### src/rtl/card_deck_shuffler.sv
// Board layout generator for the card-matching game: fills symbol pairs, then
// applies an LFSR-driven Fisher-Yates shuffle with bounded rejection sampling.
module card_deck_shuffler #(
    parameter int          NCARDS    = 16,
    parameter int          IDXW      = 4,
    parameter int          SYMW      = 3,
    parameter logic [15:0] LFSR_SEED = 16'hACE1,
    parameter int          MAX_REJ   = 8
) (
    input  logic            clk,
    input  logic            rst_n,
    input  logic            start,
    input  logic [15:0]     seed_in,
    output logic            busy,
    output logic            done,
    input  logic [IDXW-1:0] rd_idx,
    output logic [SYMW-1:0] rd_symbol
);

    localparam int REJW = (MAX_REJ > 1) ? $clog2(MAX_REJ) : 1;

    typedef enum logic [1:0] {IDLE, FILL, SHUFFLE, DONE} state_t;

    state_t            state, state_next;
    logic [SYMW-1:0]   slots [NCARDS];
    logic [15:0]       lfsr;
    logic [IDXW-1:0]   i;
    logic [REJW-1:0]   rej;

    logic [IDXW-1:0]   r;
    logic [15:0]       lfsr_step;
    logic [15:0]       seed_mix;
    logic [15:0]       seed_load;
    logic              accept;
    logic              advance;
    logic              fill_last;

    assign r         = lfsr[IDXW-1:0];
    assign lfsr_step = lfsr[0] ? ((lfsr >> 1) ^ 16'hB400) : (lfsr >> 1);
    assign seed_mix  = seed_in ^ LFSR_SEED;
    assign seed_load = (seed_mix == '0) ? LFSR_SEED : seed_mix;
    assign accept    = start && (state == IDLE || state == DONE);
    // A position retires either on an in-range draw or once the rejection budget is spent.
    assign advance   = (r <= i) || (rej == REJW'(MAX_REJ - 1));
    assign fill_last = (i == IDXW'(NCARDS - 1));
    assign rd_symbol = slots[rd_idx];

    always_comb begin
        state_next = state;
        case (state)
            IDLE:    if (start) state_next = FILL;
            FILL:    if (fill_last) state_next = SHUFFLE;
            SHUFFLE: if (advance && i == IDXW'(1)) state_next = DONE;
            DONE:    if (start) state_next = FILL;
            default: state_next = IDLE;
        endcase
    end

    always_ff @(posedge clk or negedge rst_n) begin
        if (!rst_n) begin
            state <= IDLE;
            busy  <= 1'b0;
            done  <= 1'b0;
        end else begin
            state <= state_next;
            busy  <= (state_next == FILL) || (state_next == SHUFFLE);
            done  <= (state_next == DONE);
        end
    end

    always_ff @(posedge clk or negedge rst_n) begin
        if (!rst_n) begin
            for (int unsigned k = 0; k < NCARDS; k++) slots[k] <= '0;
            lfsr <= LFSR_SEED;
            i    <= '0;
            rej  <= '0;
        end else begin
            if (accept) begin
                lfsr <= seed_load;
                i    <= '0;
            end else if (state == FILL) begin
                slots[i] <= SYMW'(i >> 1);
                if (fill_last) begin
                    i   <= IDXW'(NCARDS - 1);
                    rej <= '0;
                end else begin
                    i <= i + IDXW'(1);
                end
            end else if (state == SHUFFLE) begin
                lfsr <= lfsr_step;
                if (r <= i) begin
                    slots[i] <= slots[r];
                    slots[r] <= slots[i];
                end
                if (advance) begin
                    i   <= i - IDXW'(1);
                    rej <= '0;
                end else begin
                    rej <= rej + REJW'(1);
                end
            end
        end
    end

endmodule

### config.mk
export PLATFORM = sky130hd
export DESIGN_NAME = card_deck_shuffler
export DESIGN_NICKNAME = d
export VERILOG_FILES = /design/src/rtl/card_deck_shuffler.sv
export SDC_FILE = /design/constraint.sdc
export NUM_CORES = 1
export LEC_CHECK = 0
export CORE_MARGIN = 1.5
export CORE_UTILIZATION = 25
export CTS_CLUSTER_DIAMETER = 50
export DETAILED_ROUTE_END_ITERATION = 10
export GPL_ROUTABILITY_DRIVEN = 0
export PLACE_DENSITY = 0.51
export SYNTH_ARGS = -nofsm -noshare
export SYNTH_HDL_FRONTEND = slang
export SYNTH_SLANG_ARGS = --single-unit
### constraint.sdc
create_clock -name clk -period 3.93 [get_ports clk]
set_input_delay 0.786 -clock clk [delete_from_list [all_inputs] [get_ports clk]]
set_output_delay 0.786 -clock clk [all_outputs]
set_load 0.01 [all_outputs]
==> out/summary.txt, run 1 <==
Power Density: 943 mW/mm^2
number of library cell types mapped by synthesis: 70
DP Wirelength: 15.2 mm
row cnt: 56
clock skew: 13.2 ps
CTS Buf Count: 9
# diodes: 0
Max Freq: 0.265 GHz
Filler Cells Inserted: 2,470
vias in the first global route: 5,637
deepest clock path buffer count: 2
Reg power frac: 22.6%
dpl ws: 116 ps
Synth Cell Area: 0.00598 mm^2
routed len/inst: 22.4 um
Setup crit end kind: output port
fraction of layout cells with a size suffix above 1: 17.8%
Crit Path Max Fanout: 12
Initial Util: 25.5%
# resized after CTS: 0
Post-Syn Nets: 659
DR DRC count: 0
GRT Util Overall: 18.2%
Total Wirelength: 21.5 mm
Post-Syn Instances: 622
Synth-to-Final Area Change: 15.1%
WP data required: 3140 ps
drt via density: 5.88
storage element area: 0.00189 mm^2
unrepaired setup endpoints after global routing: no
Crit path arrival time: 2980 ps
Multi-input gate area: 0.00376 mm^2
ys async rst share: 100%
Final setup viols: 0
CTS Hold Bufs: 0
Worst Hold Class: flip-flop to flip-flop
Routed Antenna Nets: 0
critical path class: input port to output port
number of enable flip-flop cells after synthesis: 0
DRT Pass-1 Iters: 5
fin util: 29.3%
# Post-CTS Setup Buffers: 0
CTS tree: yes
NumNets Final: 673
final hold violations: 0
first-pass GRT wire length: 33.7 mm
CTS H-tree depth: 3
Max-cap violations: 0
maximum vdd drop: 0.000352 V
grt ovf: 0
top_reg_cell synth: dfrtp_1
clock tree root driver cell: clkbuf_16
status: completed
initial antenna violation count: 0
Seq/Total Area, Yosys: 31.5%
clk slew on worst S/H paths: 80 ps
Final Worst Setup Slack: 159 ps
max_slew headroom: 30.4%
die height: 158 um
Detailed Route Iter0 Violations: 603
Buffers on Ports: 27
largest net degree at the start of global routing: 76
Switching Power: 0.00345 W
Die X: 158 um
fin crit share: 96.0%
Setup TNS Final: 0 ps
# IOs: 28
Least-Margin Pin Slew: 1040 ps
crit path launch type: input port
combinational group share of total power: 64.2%
Total Die Area: 0.0249 mm^2
leakage power: 2.55 nW
synthesized flop and latch total: 75
Internal: 0.00304 W
syn avg cell area: 9.62 um^2
Slew Limit Fails: 0
Yosys warning count: 0
worst skew pair latency: 370 ps
post-layout power: 0.00649 W
Sw Share: 53.2%
crit path time final: 3770 ps
Clock Power Share: 13.2%
via count: 5,645
clk sinks: 75
core area: 0.0235 mm^2
## critical path, stage by stage
cell	delay, ps
clkdlybuf4s50_1	500
buf_12	180
mux4_2	520
mux4_2	490
clkdlybuf4s50_1	500
## synth_stat cells, types with 9 or more instances
cell type	n	share of area (%)
a211oi_1	11	1.4
clkbuf_1	21	1.3
inv_1	15	0.94
o211ai_1	12	1.5
nor2b_1	9	0.94
a31oi_1	12	1.3
a21oi_1	32	2.7
nand3_1	27	2.3
mux4_2	36	14
nand2_1	68	4.3
ha_1	14	2.9
nand4_1	9	0.94
a22oi_1	21	2.6
nor3_1	13	1.1
dfrtp_1	67	28
buf_2	19	1.6
nor2_1	31	1.9
o21ai_0	46	3.8
## power by group through the flow
stage / Sequential (W) / Clock [W] / Combinational [W]
floorplan: 0.00132 / 0 / 0.00290
global placement: 0.00148 / 0 / 0.00407
detailed placement: 0.00146 / 0 / 0.00408
CTS: 0.00145 / 0.000871 / 0.00410
global route: 0.00150 / 0.000902 / 0.00449
finish: 0.00147 / 0.000854 / 0.00417
## cell usage in the layout (no fill, tap or decap), drive strengths merged, types with 4 or more instances in the layout
cell type | Yosys | final
nand4 | 9 | 9
nor4bb | 4 | 4
and3 | 8 | 8
dfstp | 8 | 8
mux4 | 39 | 39
a21oi | 32 | 32
o21ai | 49 | 49
o2bb2ai | 8 | 8
o221ai | 5 | 5
a311oi | 5 | 5
dfrtp | 67 | 67
clkbuf | 21 | 9
nand2 | 70 | 70
a22oi | 29 | 29
a211oi | 11 | 11
a41oi | 4 | 4
buf | 31 | 29
mux2i | 8 | 8
a221o | 7 | 7
nor2 | 31 | 31
nor4 | 7 | 7
inv | 16 | 21
a31oi | 13 | 13
clkdlybuf4s50 | 0 | 26
nand3b | 4 | 4
ha | 14 | 14
a32oi | 4 | 4
o211ai | 13 | 13
nor3 | 14 | 14
nand2b | 5 | 5
o31ai | 4 | 4
nor2b | 9 | 9
o21bai | 4 | 4
nand3 | 27 | 27
and2 | 5 | 5
## per-stage QoR
step	instances	hold slack (ps)	area, um^2
after floorplan	622	445	5980
after global placement	944	461	6600
after detailed placement	944	468	6600
after CTS	960	483	6890
after global routing	960	520	6890
final	960	480	6890
## metal layers
| metal | part of all wire, % | vias to the layer above | GRT usage (%) |
|---|---|---|---|
| met5 | 0 | - | 0 |
| met4 | 3.9 | 0 | 7.32 |
| met3 | 8.7 | 63 | 5.12 |
| met2 | 43 | 292 | 27.0 |
| met1 | 44 | 2815 | 24.7 |
| li1 | - | 2475 | - |
## cell families (layout without fill, tap and decap cells)
family | count (synthesis) | count (layout) | synth area share [%]
AOI/OAI and AO/OA | 211 | 211 | 25.5
xor gates and xnor gates | 4 | 4 | 0.586
adders and majority gates | 14 | 14 | 2.93
buffers and inverters | 68 | 87 | 5.79
DFF | 75 | 75 | 31.5
muxes | 49 | 49 | 16.6
and+or+nand+nor | 201 | 201 | 17.1
## final cells by class
class	instances	area share [%]
multi-input combinational	479	54.6
tap	319	5.80
timing repair buffer	55	7.12
clock inverter	7	0.945
clock buffer	9	3.27
inverter	16	0.872
sequential	75	27.4
## path summary, 6_finish.rpt
path	slack [ps]	endpoint	cells past startpoint	startpoint
setup / recovery	160	rd_symbol[0]	5	rd_idx[0]
hold / removal	480	lfsr[4]	2	lfsr[4]
hold reg to reg	480	lfsr[4]	2	lfsr[4]
setup reg to reg	850	slots[44]	7	i[3]
max in group asynchronous	2650	slots[25]	1	rst_n
min in group asynchronous	610	slots[15]	1	rst_n
## flip-flops by register name, indices dropped and copies added (netlist names)
register and flops:
slots 48, rej 3, busy 1, i 4, done 1, lfsr 16, state 2
No activity file was read; power rests on OpenSTA's default activity.
==> run 2, diff against run 1 <==
SKIP_LAST_GASP = 1   (was not set)
==> results of run 2 <==
Same layout as run 1: the final DEF is identical, and so are final timing and power.
